File: config.mk
export PLATFORM = sky130hd
export DESIGN_NAME = mem_arbiter
export DESIGN_NICKNAME = d
export VERILOG_FILES = /design/src/rtl/mem_arbiter.sv
export SDC_FILE = /design/constraint.sdc
export NUM_CORES = 1
export LEC_CHECK = 0
export CORE_AREA = 2 2 88 90
export DETAILED_ROUTE_END_ITERATION = 8
export DIE_AREA = 0 0 90 92
export GPL_ROUTABILITY_DRIVEN = 0
export MAX_ROUTING_LAYER = met4
export PLACE_DENSITY_LB_ADDON = 0.1
export RECOVER_POWER = 100
export SKIP_CTS_REPAIR_TIMING = 1
export SLEW_MARGIN = 20
export SYNTH_ARGS = -nofsm -noshare
export SYNTH_HDL_FRONTEND = slang
export SYNTH_SLANG_ARGS = --single-unit
File: constraint.sdc
create_clock -name clk -period 2.9 [get_ports clk]
set_input_delay 0.87 -clock clk [delete_from_list [all_inputs] [get_ports clk]]
set_output_delay 0.87 -clock clk [all_outputs]
set_load 0.05 [all_outputs]
File: src/rtl/mem_arbiter.sv
// Three-port arbiter (loader, CPU data, CPU fetch) in front of a single-port synchronous RAM.
// A load session locks out the CPU; fetch is promoted over data after STARVE_LIMIT denied cycles.
module mem_arbiter #(
  parameter int unsigned ADDR_WIDTH   = 9,
  parameter int unsigned DATA_WIDTH   = 32,
  parameter int unsigned STARVE_LIMIT = 4
) (
  input  logic                    clk,
  input  logic                    reset,
  input  logic                    ld_req,
  input  logic                    ld_we,
  input  logic [ADDR_WIDTH-1:0]   ld_addr,
  input  logic [DATA_WIDTH-1:0]   ld_wdata,
  input  logic [DATA_WIDTH/8-1:0] ld_be,
  input  logic                    ld_start,
  input  logic                    ld_done,
  input  logic                    d_req,
  input  logic                    d_we,
  input  logic [ADDR_WIDTH-1:0]   d_addr,
  input  logic [DATA_WIDTH-1:0]   d_wdata,
  input  logic [DATA_WIDTH/8-1:0] d_be,
  input  logic                    i_req,
  input  logic [ADDR_WIDTH-1:0]   i_addr,
  output logic                    ld_gnt,
  output logic                    d_gnt,
  output logic                    i_gnt,
  output logic                    ld_rvalid,
  output logic                    d_rvalid,
  output logic                    i_rvalid,
  output logic [DATA_WIDTH-1:0]   rdata,
  output logic                    cpu_hold,
  output logic                    mem_en,
  output logic [DATA_WIDTH/8-1:0] mem_we,
  output logic [ADDR_WIDTH-1:0]   mem_addr,
  output logic [DATA_WIDTH-1:0]   mem_wdata,
  input  logic [DATA_WIDTH-1:0]   mem_rdata
);

  localparam int unsigned CNT_W = (STARVE_LIMIT < 1) ? 1 : $clog2(STARVE_LIMIT + 1);
  localparam logic [CNT_W-1:0] LIMIT = CNT_W'(STARVE_LIMIT);

  typedef enum logic { RUN, LOAD } state_t;
  typedef enum logic [1:0] { OWN_NONE, OWN_LD, OWN_D, OWN_I } owner_t;

  state_t           state_q, state_d;
  owner_t           owner_q, owner_d;
  logic [CNT_W-1:0] starve_q, starve_d;

  // Grants are gated by reset so nothing reaches the RAM while reset is held.
  always_comb begin
    ld_gnt = 1'b0;
    d_gnt  = 1'b0;
    i_gnt  = 1'b0;
    if (reset) begin
      ld_gnt = ld_req;
      if (state_q == RUN && !ld_req) begin
        if (starve_q == LIMIT) begin
          i_gnt = i_req;
          d_gnt = d_req & ~i_req;
        end else begin
          d_gnt = d_req;
          i_gnt = i_req & ~d_req;
        end
      end
    end
  end

  always_comb begin
    mem_en    = ld_gnt | d_gnt | i_gnt;
    mem_we    = '0;
    mem_addr  = '0;
    mem_wdata = '0;
    owner_d   = OWN_NONE;
    if (ld_gnt) begin
      mem_addr  = ld_addr;
      mem_wdata = ld_wdata;
      if (ld_we) mem_we  = ld_be;
      else       owner_d = OWN_LD;
    end else if (d_gnt) begin
      mem_addr  = d_addr;
      mem_wdata = d_wdata;
      if (d_we) mem_we  = d_be;
      else      owner_d = OWN_D;
    end else if (i_gnt) begin
      mem_addr = i_addr;
      owner_d  = OWN_I;
    end
  end

  always_comb begin
    state_d = state_q;
    case (state_q)
      RUN:     if (ld_start && !ld_done) state_d = LOAD;
      LOAD:    if (ld_done && !ld_start) state_d = RUN;
      default: state_d = RUN;
    endcase
  end

  always_comb begin
    starve_d = starve_q;
    if (state_q == RUN) begin
      if (i_req && !i_gnt) begin
        if (starve_q != LIMIT) starve_d = starve_q + CNT_W'(1);
      end else begin
        starve_d = '0;
      end
    end
  end

  always_ff @(posedge clk or negedge reset) begin
    if (!reset) begin
      state_q  <= RUN;
      owner_q  <= OWN_NONE;
      starve_q <= '0;
    end else begin
      state_q  <= state_d;
      owner_q  <= owner_d;
      starve_q <= starve_d;
    end
  end

  assign ld_rvalid = (owner_q == OWN_LD);
  assign d_rvalid  = (owner_q == OWN_D);
  assign i_rvalid  = (owner_q == OWN_I);
  assign rdata     = mem_rdata;
  assign cpu_hold  = (state_q == LOAD);

endmodule
== After elaboration in Yosys (flattened, before gate mapping) ==
Cells that the tools add are included.

* Word-level logic and storage cells: 52
* Flip-flop bits (word level): 6
* Input bits: 140
* Output and inout bits: 85

* Muxes and demuxes: 26
* Reduce and logical (&&, ||, !) cells: 9
* Bitwise gates (word level): 7
* Add/sub/neg operators: 1
* Equal/unequal tests: 6

{| class="wikitable"
|+ Operators by type and width
! operator !! count
|-
| 2-to-1 mux 32 bit || 2
|-
| 2-to-1 mux 9 bit || 3
|-
| 2-to-1 mux 4 bit || 4
|-
| 2-to-1 mux 1 bit || 10
|-
| 2-to-1 mux 2 bit || 4
|-
| 2-to-1 mux 3 bit || 2
|-
| == test 2 bit, second input constant || 2
|-
| logical AND 1 bit || 4
|-
| logical NOT 1 bit || 4
|-
| adder 3 x 1 -> 3 bit, second input constant || 1
|-
| == test 3 bit, second input constant || 1
|-
| inequality test 3 bit, second input constant || 1
|-
| inverter 1 bit || 3
|-
| bitwise AND 1 bit || 2
|-
| == test 2 x 1 -> 1 bit, second input constant || 1
|-
| inequality test 2 x 1 -> 1 bit, second input constant || 1
|-
| bitwise OR 1 bit || 2
|-
| one-hot mux 1 bit (2 select lines) || 1
|-
| AND reduction 2 bit || 1
|}

== Depth between registers and ports, before layout ==
Gate-level depths: netlist (run 1).

* Word-level depth: 9
* Mapped depth: 7
* Depth with buffers taken out: 5

== Worst setup path after synthesis (run 1) ==
OpenSTA, ideal clock, no wires.

* Path type: in2out
* Start: in ld_req
* End: out mem_addr[0]
* Stages: 4
* Required time: 2.030 ns
* Slack: -0.182 ns
* Arrival time: 2.212 ns
* Buffers on the path: 1
* Cells stage by stage: nor3b_4 and3_1 buf_2 a221o_1

* Word-level cells in the longest chain between the ends: 7
* Elaborated cells on any way between the ends: 10
* Those cells by class: mux (8); reduce/logical (2)

{| class="wikitable"
|+ Ends and longest elaborated chain
! element !! RTL line !! text
|-
| from (decl) || 10 || <nowiki>input logic ld_req,</nowiki>
|-
| logical NOT 1 bit || 56 || <nowiki>if (state_q == RUN && !ld_req) begin</nowiki>
|-
| logical AND 1 bit || 56 ||
|-
| 2-to-1 mux 1 bit || 56 ||
|-
| 2-to-1 mux 1 bit || 54 || <nowiki>if (reset) begin</nowiki>
|-
| named net i_gnt || 26 || <nowiki>output logic i_gnt,</nowiki>
|-
| 2-to-1 mux 9 bit || 84 || <nowiki>end else if (i_gnt) begin</nowiki>
|-
| 2-to-1 mux 9 bit || 79 || <nowiki>end else if (d_gnt) begin</nowiki>
|-
| 2-to-1 mux 9 bit || 74 || <nowiki>if (ld_gnt) begin</nowiki>
|-
| to (decl) || 34 || <nowiki>output logic [ADDR_WIDTH-1:0] mem_addr,</nowiki>
|}

The timed path passes the listed nets, and every way through them passes these cells.

== Worst setup path in the final report (run 1) ==
* Start: in ld_req
* End: out mem_wdata[20]

* Word-level cells in the longest chain between the ends: 6
* Elaborated cells on any way between the ends: 7
* Those cells by class: mux (5); reduce/logical (2)

{| class="wikitable"
|+ Ends and longest elaborated chain
! element !! RTL line !! text
|-
| logical NOT 1 bit || 56 ||
|-
| logical AND 1 bit || 56 ||
|-
| 2-to-1 mux 1 bit || 56 ||
|-
| 2-to-1 mux 1 bit || 54 ||
|-
| 2-to-1 mux 32 bit || 79 ||
|-
| 2-to-1 mux 32 bit * || 74 ||
|-
| to (decl) || 35 || <nowiki>output logic [DATA_WIDTH-1:0] mem_wdata,</nowiki>
|}

Mark *: on every way between the ends. The rest lies on a longest branch, timed or not.

==> flow_summary.toml, run 1 <==
[logic_synthesis]
yosys-top-cells-area = "a22o_1, buf_4, dfrtp_1, a221o_1, and3_1"
synth_top_area_share_pct = 23.48
synth_cell_types = 33
yosysWarnings = 0
netlist_area_um2 = 1194
syn_area_per_cell_um2 = 8.650
synth-seq-cells = 6
seq_area_frac_synth_pct = 12.58
synth_nets = 280
netlist_instances = 138
yosys.area.top_type = "a22o_1"

[sta]
finalSetupTns_ns = -0.7767
skew_ns = 0.0008086
final-setup-viol-count = 32
finalHoldWorstSlack_ns = 0.5331
worst_slack_ns = -0.04807
period_share_pct = 101.7
final-hold-violation-count = 0
rsz0062_at_grt = "yes"
drv_slew = 0
worstMarginPinSlew_ns = 0.5300
slew_headroom_pct = 64.56
fmax_ghz = 0.3392
fin_crit_ns = 2.948

[detailed_routing]
top_layer_used = "met4"
drcViolationCount = 0
wl_met2_mm = 3.482
viasPerCell = 4.488
wl_met1_mm = 2.724
vias = 1710
wl_met3_um = 601
drt-initial-drc-count = 39
dr.pass1.iters = 4
wirelength_mm = 6.872
wire_per_inst_um = 18.04
postRouteAntennaNets = 0

[worst_hold_path]
hp-class = "register to register"

[final_layout]
diodes = 0
finalInstanceArea_um2 = 3521
fillers = 706
layout-drive-gt1-share_pct = 45.16
area_growth_pct = 195.0
finalNetCount = 423

[clock_network]
cts-buffers-inserted = 3
clkTransAtPathRegs_ns = 0.04
clkLatencyLatePin_ns = 0.22
cts.htree.levels = 1
ctsRootBufferMaster = "clkbuf_8"
cts_buffer_depth = 2
cts_tree = "built"
clkSinkCount = 6

[global_route]
grtUsageTotal_pct = 14.95
grt_pass1_vias = 1698
grt_pass1_wl_mm = 9.611
grt_max_degree = 25
grt.overflow.total = 0
antenna_found_initial = 0

[die]
core_um2 = 7447
ioPinCount = 225
die_x_um = 90
dieArea_um2 = 8280
row_count = 32
initial_core_util_pct = 16.03
chipHeight_um = 92

[placed_design]
io_buffer_count = 160
hpwl_mm = 5.390
post-place-ws_ns = -0.4319
place_area_um2 = 3303

[setup_path]
critical_path_arrival_ns = 2.08
cp-start-kind = "primary input"
worstPathRequired_ns = 2.03
worstSetupPathType = "primary input to output port"
critPathMaxFanout = 7
crit_start = "ld_req"
end_kind = "output port"
crit_end = "mem_wdata[20]"
r2r-start = "starve_q[0]"
reg2reg_setup_slack_ns = 1.37
r2r_cells = 5
reg2reg_to = "starve_q[1]"

[pwr]
combPwrFrac_pct = 73.8
p_leak_nw = 1.496
switching_share_pct = 38.31
pwr-share-clk_pct = 13.0
power_density_nw_per_um2 = 273.1
intPower_mw = 0.5932
power.switching_mw = 0.3684
vdd_drop_max_mv = 0.3129
pwr-share-seq_pct = 13.2

[job]
cap_viol_max_count = 0

[run_status]
status = "finished with violations"
violations = "setup timing"
-- layout by cell type (no fill, tap or decap), types with 2 or more instances in the layout --
cell type        synthesis  layout
clkdlybuf4s50_1          0     107
buf_12                   0      52
a22o_2                   0      18
a22o_4                   0      13
buf_4                   34      13
and3_1                  10       9
a221o_2                  0       8
buf_6                    2       7
dfrtp_1                  6       6
inv_1                    4       4
nand2_1                  4       4
a32o_1                   4       4
a21oi_1                  3       3
clkbuf_8                 1       3
and3_4                   1       2
nor2b_1                  2       2
a211o_1                  2       2
-- routing by layer --
metal | vias up | GRT usage (%)
met5 | - | -
met4 | 0 | 2.308
met3 | 14 | 5.012
met2 | 106 | 26.75
met1 | 799 | 16.52
li1 | 791 | -
-- state kept, by name, summed over array words and instances, names as in the netlist --
signal / cells
owner_q: 2
cpu_hold: 1
starve_q: 3
-- how the worst min path moves through the flow --
stage / depth (start not counted) / slack [ns] / startpoint / to
2_1_floorplan: 1 / 0.51 / starve_q[1] / starve_q[1]
3_3_place_gp: 1 / 0.52 / starve_q[1] / starve_q[1]
3_5_place_dp: 1 / 0.53 / starve_q[1] / starve_q[1]
4_1_cts: 1 / 0.53 / starve_q[1] / starve_q[1]
5_1_grt: 1 / 0.54 / starve_q[1] / starve_q[1]
6_report: 1 / 0.53 / starve_q[1] / starve_q[1]
-- synthesized netlist by cell type, drive strengths merged --
cell and n:
ha 2, o21bai 1, maj3 1, nand2 4, and4 1, inv 5
nand4bb 1, dfrtp 6, nand3 1, a211o 2, and2 1, a21bo 1
and3 11, nor2b 2, clkbuf 3, a22o 32, buf 41, a31oi 1
a221o 9, nor2 1, a21oi 3, o21ai 1, a32o 4, a211oi 1
nor3b 1, mux2i 1, mux2 1
-- critical path, cell delays in order --
cell and delay (ns):
buf_6 0.10, nor3b_4 0.28, and3_4 0.36, buf_4 0.17, a22o_2 0.16, buf_12 0.14
-- kinds of logic after synthesis --
family	share of synthesized area (%)
muxes	1.782
AOI/OAI and AO/OA	40.15
buffers and inverters	29.56
adders and majority gates	2.935
DFF	12.58
and+or+nand+nor	13.00
-- final cells by class --
type / count / area (µm²) / share of cell area (%)
Inverter: 5 / 18.77 / 0.5330
Timing Repair Buffer: 181 / 2318 / 65.85
Clock buffer: 3 / 41.29 / 1.173
Tap cell: 102 / 127.6 / 3.625
Sequential cell: 6 / 150.1 / 4.264
Multi-Input combinational cell: 84 / 864.6 / 24.56
-- stage by stage --
step | std cells | total power [mW] | utilization (%)
after floorplan | 138 | 0.5398 | -
after global placement | 373 | 0.7975 | 44.35
after detailed placement | 373 | 0.8042 | 44.35
after CTS | 376 | 0.9348 | 44.91
after global routing | 381 | 1.014 | 47.28
final | 381 | 0.9616 | 47.28
-- power groups by stage --
stage / Combinational [mW] / Sequential (mW) / Clock, mW
2_1_floorplan: 0.413 / 0.126 / 0
3_3_place_gp: 0.672 / 0.126 / 0
6_report: 0.710 / 0.127 / 0.125
5_1_grt: 0.746 / 0.131 / 0.137
3_5_place_dp: 0.678 / 0.126 / 0
4_1_cts: 0.680 / 0.125 / 0.130
(Power assumes the default switching activity.)
==> run 2: changes to the inputs <==
--- a/config.mk
+++ b/config.mk
@@ -5,6 +5,7 @@
 export SDC_FILE = /design/constraint.sdc
 export NUM_CORES = 1
 export LEC_CHECK = 0
+export CAP_MARGIN = 20
 export CORE_AREA = 2 2 88 90
 export DETAILED_ROUTE_END_ITERATION = 8
 export DIE_AREA = 0 0 90 92
==> results of run 2 <==
The final DEF is identical to that of run 1; final timing and power are the same.
